$ cat config.mk
export PLATFORM = sky130hd
export DESIGN_NAME = lsu_controller_flat
export DESIGN_NICKNAME = d
export VERILOG_FILES = /design/src/rtl/lsu_controller_if.sv /design/src/rtl/lsu_controller.sv /design/src/flat_wrapper.sv
export SDC_FILE = /design/constraint.sdc
export NUM_CORES = 1
export LEC_CHECK = 0
export CORE_MARGIN = 2
export CORE_UTILIZATION = 44
export DETAILED_ROUTE_END_ITERATION = 12
export HOLD_SLACK_MARGIN = 0.12
export PLACE_DENSITY = 0.84
export SKIP_LAST_GASP = 1
export SYNTH_ARGS = -nofsm -noshare
export SYNTH_HDL_FRONTEND = slang
export SYNTH_SLANG_ARGS = --single-unit
export TNS_END_PERCENT = 50
$ cat constraint.sdc
create_clock -name clk -period 2.5 [get_ports clk]
set_input_delay 0.25 -clock clk [delete_from_list [all_inputs] [get_ports clk]]
set_output_delay 0.25 -clock clk [all_outputs]
set_load 0.01 [all_outputs]
$ cat src/rtl/lsu_controller_if.sv
// Execute-side request/response channel and data-memory bus for lsu_controller.
// master drives requests (execute stage / controller); slave responds.
interface lsu_req_if #(parameter int WIDTH = 32);
    logic             req_valid;
    logic             req_ready;
    logic             req_we;
    logic [2:0]       req_funct3;
    logic [WIDTH-1:0] req_addr;
    logic [WIDTH-1:0] req_wdata;
    logic             resp_valid;
    logic             resp_ready;
    logic [WIDTH-1:0] resp_rdata;
    logic             resp_err;
    logic             resp_misalign;

    modport master (output req_valid, req_we, req_funct3, req_addr, req_wdata, resp_ready,
                    input  req_ready, resp_valid, resp_rdata, resp_err, resp_misalign);
    modport slave  (input  req_valid, req_we, req_funct3, req_addr, req_wdata, resp_ready,
                    output req_ready, resp_valid, resp_rdata, resp_err, resp_misalign);
endinterface

interface lsu_mem_if #(parameter int WIDTH = 32);
    logic             mem_req;
    logic             mem_gnt;
    logic             mem_we;
    logic [WIDTH-1:0] mem_addr;
    logic [3:0]       mem_be;
    logic [WIDTH-1:0] mem_wdata;
    logic             mem_rvalid;
    logic [WIDTH-1:0] mem_rdata;

    modport master (output mem_req, mem_we, mem_addr, mem_be, mem_wdata,
                    input  mem_gnt, mem_rvalid, mem_rdata);
    modport slave  (input  mem_req, mem_we, mem_addr, mem_be, mem_wdata,
                    output mem_gnt, mem_rvalid, mem_rdata);
endinterface

$ cat src/rtl/lsu_controller.sv
// RV32I load/store sequencer: one request in flight, req/gnt/rvalid memory handshake.
// Optional watchdog on the memory phase enabled by defining LSU_TIMEOUT_EN.
module lsu_controller #(
    parameter int WIDTH          = 32,
    parameter int TIMEOUT_CYCLES = 64
) (
    input  logic      clk,
    input  logic      reset,
    lsu_req_if.slave  rq,
    lsu_mem_if.master mem,
    output logic      busy
);
    typedef enum logic [1:0] {IDLE, REQ, WAIT, RESP} state_t;

    state_t     state;
    logic       we_q;
    logic [2:0] funct3_q;
    logic [1:0] off_q;

    // Decode of the incoming request, used only on the accept cycle
    logic [1:0]       off;
    logic             misalign;
    logic [3:0]       be_n;
    logic [WIDTH-1:0] wdata_n;

    always_comb begin
        off      = rq.req_addr[1:0];
        misalign = 1'b0;
        be_n     = 4'b0000;
        wdata_n  = rq.req_wdata;
        case (rq.req_funct3)
            3'b000, 3'b100: begin
                be_n    = 4'b0001 << off;
                wdata_n = {4{rq.req_wdata[7:0]}};
            end
            3'b001, 3'b101: begin
                be_n     = 4'b0011 << off;
                wdata_n  = {2{rq.req_wdata[15:0]}};
                misalign = off[0];
            end
            3'b010: begin
                be_n     = 4'b1111;
                misalign = (off != 2'b00);
            end
            default: misalign = 1'b1;
        endcase
    end

    logic [WIDTH-1:0] shifted;
    logic [WIDTH-1:0] ld_data;

    always_comb begin
        shifted = mem.mem_rdata >> {off_q, 3'b000};
        case (funct3_q)
            3'b000:  ld_data = {{(WIDTH-8){shifted[7]}}, shifted[7:0]};
            3'b100:  ld_data = {{(WIDTH-8){1'b0}}, shifted[7:0]};
            3'b001:  ld_data = {{(WIDTH-16){shifted[15]}}, shifted[15:0]};
            3'b101:  ld_data = {{(WIDTH-16){1'b0}}, shifted[15:0]};
            default: ld_data = shifted;
        endcase
        if (we_q) ld_data = '0;
    end

`ifdef LSU_TIMEOUT_EN
    localparam int CW = $clog2(TIMEOUT_CYCLES + 1);
    logic [CW-1:0] tcnt;
    logic          expired;
    assign expired = (tcnt == CW'(TIMEOUT_CYCLES - 1));
`else
    logic expired;
    logic unused_timeout;
    assign expired        = 1'b0;
    assign unused_timeout = (TIMEOUT_CYCLES > 1);
`endif

    always_ff @(posedge clk) begin
        if (reset) begin
            state             <= IDLE;
            we_q              <= 1'b0;
            funct3_q          <= 3'b000;
            off_q             <= 2'b00;
            rq.req_ready      <= 1'b1;
            rq.resp_valid     <= 1'b0;
            rq.resp_rdata     <= '0;
            rq.resp_err       <= 1'b0;
            rq.resp_misalign  <= 1'b0;
            mem.mem_req       <= 1'b0;
            mem.mem_we        <= 1'b0;
            mem.mem_addr      <= '0;
            mem.mem_be        <= 4'b0000;
            mem.mem_wdata     <= '0;
            busy              <= 1'b0;
`ifdef LSU_TIMEOUT_EN
            tcnt              <= '0;
`endif
        end else begin
`ifdef LSU_TIMEOUT_EN
            if (state == REQ || state == WAIT) tcnt <= tcnt + 1'b1;
`endif
            case (state)
                IDLE: if (rq.req_valid) begin
                    we_q         <= rq.req_we;
                    funct3_q     <= rq.req_funct3;
                    off_q        <= off;
                    rq.req_ready <= 1'b0;
                    busy         <= 1'b1;
                    if (misalign) begin
                        state            <= RESP;
                        rq.resp_valid    <= 1'b1;
                        rq.resp_misalign <= 1'b1;
                        rq.resp_err      <= 1'b0;
                        rq.resp_rdata    <= '0;
                    end else begin
                        state         <= REQ;
                        mem.mem_req   <= 1'b1;
                        mem.mem_we    <= rq.req_we;
                        mem.mem_addr  <= {rq.req_addr[WIDTH-1:2], 2'b00};
                        mem.mem_be    <= be_n;
                        mem.mem_wdata <= wdata_n;
`ifdef LSU_TIMEOUT_EN
                        tcnt          <= '0;
`endif
                    end
                end
                REQ: if (mem.mem_gnt) begin
                    state       <= WAIT;
                    mem.mem_req <= 1'b0;
                end else if (expired) begin
                    state            <= RESP;
                    mem.mem_req      <= 1'b0;
                    rq.resp_valid    <= 1'b1;
                    rq.resp_err      <= 1'b1;
                    rq.resp_misalign <= 1'b0;
                    rq.resp_rdata    <= '0;
                end
                WAIT: if (mem.mem_rvalid) begin
                    state            <= RESP;
                    rq.resp_valid    <= 1'b1;
                    rq.resp_rdata    <= ld_data;
                    rq.resp_err      <= 1'b0;
                    rq.resp_misalign <= 1'b0;
                end else if (expired) begin
                    state            <= RESP;
                    rq.resp_valid    <= 1'b1;
                    rq.resp_err      <= 1'b1;
                    rq.resp_misalign <= 1'b0;
                    rq.resp_rdata    <= '0;
                end
                RESP: if (rq.resp_ready) begin
                    state         <= IDLE;
                    rq.resp_valid <= 1'b0;
                    rq.req_ready  <= 1'b1;
                    busy          <= 1'b0;
                end
                default: state <= IDLE;
            endcase
        end
    end
endmodule
$ cat src/flat_wrapper.sv
// flat-port wrapper written by rule: the top's interface ports become plain ports
module lsu_controller_flat 
#(
    parameter int WIDTH          = 32,
    parameter int TIMEOUT_CYCLES = 64
)
  (clk, reset, busy, rq_req_valid, rq_req_we, rq_req_funct3, rq_req_addr, rq_req_wdata, rq_resp_ready, rq_req_ready, rq_resp_valid, rq_resp_rdata, rq_resp_err, rq_resp_misalign, mem_mem_req, mem_mem_we, mem_mem_addr, mem_mem_be, mem_mem_wdata, mem_mem_gnt, mem_mem_rvalid, mem_mem_rdata);
  lsu_req_if #(.WIDTH(WIDTH)) rq_i ();
  lsu_mem_if #(.WIDTH(WIDTH)) mem_i ();
  input  logic clk;
  input  logic reset;
  output logic busy;
  input wire logic [$bits(rq_i.req_valid)-1:0] rq_req_valid;
  input wire logic [$bits(rq_i.req_we)-1:0] rq_req_we;
  input wire logic [$bits(rq_i.req_funct3)-1:0] rq_req_funct3;
  input wire logic [$bits(rq_i.req_addr)-1:0] rq_req_addr;
  input wire logic [$bits(rq_i.req_wdata)-1:0] rq_req_wdata;
  input wire logic [$bits(rq_i.resp_ready)-1:0] rq_resp_ready;
  output wire logic [$bits(rq_i.req_ready)-1:0] rq_req_ready;
  output wire logic [$bits(rq_i.resp_valid)-1:0] rq_resp_valid;
  output wire logic [$bits(rq_i.resp_rdata)-1:0] rq_resp_rdata;
  output wire logic [$bits(rq_i.resp_err)-1:0] rq_resp_err;
  output wire logic [$bits(rq_i.resp_misalign)-1:0] rq_resp_misalign;
  output wire logic [$bits(mem_i.mem_req)-1:0] mem_mem_req;
  output wire logic [$bits(mem_i.mem_we)-1:0] mem_mem_we;
  output wire logic [$bits(mem_i.mem_addr)-1:0] mem_mem_addr;
  output wire logic [$bits(mem_i.mem_be)-1:0] mem_mem_be;
  output wire logic [$bits(mem_i.mem_wdata)-1:0] mem_mem_wdata;
  input wire logic [$bits(mem_i.mem_gnt)-1:0] mem_mem_gnt;
  input wire logic [$bits(mem_i.mem_rvalid)-1:0] mem_mem_rvalid;
  input wire logic [$bits(mem_i.mem_rdata)-1:0] mem_mem_rdata;
  assign rq_i.req_valid = rq_req_valid;
  assign rq_i.req_we = rq_req_we;
  assign rq_i.req_funct3 = rq_req_funct3;
  assign rq_i.req_addr = rq_req_addr;
  assign rq_i.req_wdata = rq_req_wdata;
  assign rq_i.resp_ready = rq_resp_ready;
  assign rq_req_ready = rq_i.req_ready;
  assign rq_resp_valid = rq_i.resp_valid;
  assign rq_resp_rdata = rq_i.resp_rdata;
  assign rq_resp_err = rq_i.resp_err;
  assign rq_resp_misalign = rq_i.resp_misalign;
  assign mem_mem_req = mem_i.mem_req;
  assign mem_mem_we = mem_i.mem_we;
  assign mem_mem_addr = mem_i.mem_addr;
  assign mem_mem_be = mem_i.mem_be;
  assign mem_mem_wdata = mem_i.mem_wdata;
  assign mem_i.mem_gnt = mem_mem_gnt;
  assign mem_i.mem_rvalid = mem_mem_rvalid;
  assign mem_i.mem_rdata = mem_mem_rdata;
  lsu_controller #(.WIDTH(WIDTH), .TIMEOUT_CYCLES(TIMEOUT_CYCLES)) u_core (.clk(clk), .reset(reset), .rq(rq_i), .mem(mem_i), .busy(busy));
endmodule
==> metrics.cfg <==
[worst_setup_path]
max_stage_delay_ps=380
rrSetupSlack_ps=230
crit_buf_inv=2
critical_path.startpoint=u_core.state[0]
cp_num_cells=7
path_class=flip-flop to flip-flop
endpoint=u_core.rq.resp_rdata[21]
worst_setup_path_end_kind=flip-flop
cp.required_ps=2760
r2r_start=u_core.state[0]
r2r_end=u_core.rq.resp_rdata[21]
cp_max_fo=10
reg2regPathDepth=7
critPathLaunchType=flip-flop
cp_cell_sequence=inv_1 -> ha_1 -> and2b_1 -> nor4b_4 -> o2111ai_2 -> buf_4 -> a311oi_2
slowest_stage=o2111ai_2
cp.arrival_ps=2540
crit_family=compound AO/OA/AOI/OAI gates

[route]
first_iter_violations=391
ant_nets=0
via_count=5370
first_pass_iters=5
drt_wl_total_um=16490
drc_errors=0
vias_per_cell=5.571
post_drt_wl_per_cell_um=17.11

[clock_network]
clock_path_buffers=2
htreeDepth=3
worstSkewPairLatency_ps=350
clkSlewWorstSetupHoldPaths_ps=70
hold_buffers=0
cts_tree=yes
cts_setup_buffers=0
cts-root-buf=clkbuf_16
cts_resized=0
numCtsBuffers=9
cts.sinks=112

[synthesis]
synth-seq-area-share_pct=41.50
syn_avg_cell_area_um2=8.576
yosysWarningCount=0
synth-async-reset-ratio_pct=0
synth_flop_cell=dfxtp_1
synthCells=630
synth_xor_area_share_pct=0
ys_types=52
synth_area_leaders=dfxtp_1, nand2_1, a21oi_1
synth_top_family_by_area=compound AO/OA/AOI/OAI gates
synth_compound_area_share_pct=22.58
synthMuxAreaShare_pct=9.750
yosysTopAreaCellShare_pct=41.50
synthSimpleGateAreaFrac_pct=18.53
synth_edf_count=0
synth_seq_cells=112
syn_area_mm2=0.005403
yosysTopAreaCell=dfxtp_1
synthAdderAreaFrac_pct=1.158

[timing]
setup_ws_ps=225.5
clock_skew_ps=4.108
fin_setup_tns_ps=0
max_freq_mhz=439.7
slew_viol_final=0
finalCriticalPeriod_ps=2275
finalHoldWorstSlack_ps=419.4
period_share_pct=90.98
finalSetupViolCount=0
worstMarginPinSlew_ps=716.6
rsz0062_at_grt=no
final-hold-violation-count=0
max-slew-margin-rel_pct=52.22

[power_and_ir_drop]
p_leak_uw=0.002668
ir_drop_uv=659.7
switching_power_uw=2143
p_int_uw=4100
sequentialPowerShare_pct=36.5
clkPwrFrac_pct=22.2
swShare_pct=34.33
p_per_area_mw_per_mm2=796.0
pwr-share-comb_pct=41.3

[die]
initial_core_util_pct=44.98
num_rows=40
die-area_mm2=0.01318
core_region_area_mm2=0.01201
die_w_um=114.8
die_height_um=114.8
io-pin-count=213

[layout]
n_antenna_cell=0
fillerInstances=990
syn2layout_area_growth_pct=45.16
design_area_mm2=0.007843
drive_gt1_share_pct=8.446
fin_util_pct=65.29
finalNetCount=924

[worst_hold_path]
hp-class=primary input to flip-flop
hold_start=reset

[placement]
place_area_mm2=0.007562
gp_congestion=0.9029
dp_slack_ps=177.3
hpwl_um=12280
portBuffers=209

[grt]
grt_pass1_vias=5263
antenna_found_initial=0
grt_max_degree=72
grt_first_pass_wirelength_um=25630
track_usage_pct=24.61
globalRouteOverflowTotal=0

[run_status]
outcome=finished clean

[flow_run]
maxCapViolations=0

## synth_stat cells, drive strengths merged (2+ instances only)
library cell,instances
nor4,2
o32ai,8
nor3b,2
nand2,143
a21oi,87
dfxtp,112
nand4,8
mux2,7
clkbuf,23
ha,5
o211ai,2
mux4,7
nor2,38
nand3b,2
nand3,2
a211oi,18
nand2b,13
buf,36
mux2i,29
a311oi,25
nor4bb,2
nor2b,5
inv,5
o21ai,30
## per-layer routing
metal	up-vias	GRT usage (%)	wire length, um
met5	-	0	0
met4	0	10.60	629
met3	54	5.957	1025
met2	216	42.56	8362
met1	2514	29.21	6472
li1	2586	-	-
## registers in the layout (all words and copies together) (netlist names), 2 cells and up
register and flops:
u_core.rq.resp_rdata 32, u_core.funct3_q 3, u_core.off_q 2, u_core.mem.mem_be 4
u_core.mem.mem_addr 30, u_core.mem.mem_wdata 32, u_core.state 2
## power groups by stage
stage               logic [uW]  clock network, uW  registers, uW
floorplan                 1400                  0           2400
global placement          2470                  0           2300
detailed placement        2550                  0           2310
CTS                       2570               1420           2280
global route              2780               1500           2310
finish                    2580               1390           2280
## worst min-delay path by stage
stage          depth (start not counted)                  endpoint  slack (ps)
2_1_floorplan                          1        u_core.mem.mem_req         360
3_3_place_gp                           2  u_core.mem.mem_wdata[31]         440
3_5_place_dp                           2  u_core.mem.mem_wdata[31]         450
4_1_cts                                2               u_core.busy         420
5_1_grt                                3   u_core.mem.mem_addr[27]         450
6_report                               2               u_core.busy         420
## area by class of cell
cell class	instances	area (um2)	area share, %
clock buffers	12	236.5	3.015
inverters	5	18.77	0.2393
clock inverters	3	43.79	0.5584
well taps	147	183.9	2.345
multi-input cells	456	2840	36.22
repair buffers	229	2277	29.04
flip-flops and latches	112	2242	28.59
## per-stage QoR
step                total power [uW]  cells
floorplan                       3799    632
global placement                4766    949
detailed placement              4869    949
CTS                             6270    964
global route                    6587    964
finish                          6243    964
## worst reg2reg max path, delay by kind of cell, from the launching register on
family          cells  cell delay, ps
simple gates        2             460
buf+inv             2             440
fa+ha+maj           1             320
flops               1             340
compound gates      2             630
## cells by family after synthesis
| logic type | count (synthesis) |
|---|---|
| AO/OA/AOI/OAI | 181 |
| multiplexers | 43 |
| other | 1 |
| AND/OR/NAND/NOR | 224 |
| flip-flops | 112 |
| adder cells (fa/ha/maj) | 5 |
| buffers and inverters | 64 |
## placed cells by master (no fill, tap or decap), drive strengths merged, types with 8 or more instances in the layout
| cell type | instances |
|---|---|
| a211oi | 18 |
| nand2b | 13 |
| a311oi | 25 |
| o32ai | 8 |
| mux2i | 29 |
| nand2 | 143 |
| o21ai | 30 |
| clkbuf | 12 |
| dfxtp | 112 |
| buf | 21 |
| nor2 | 38 |
| nand4 | 8 |
| a21oi | 87 |
| clkdlybuf4s50 | 208 |
Note: power is estimated with default switching activity, not from simulation.
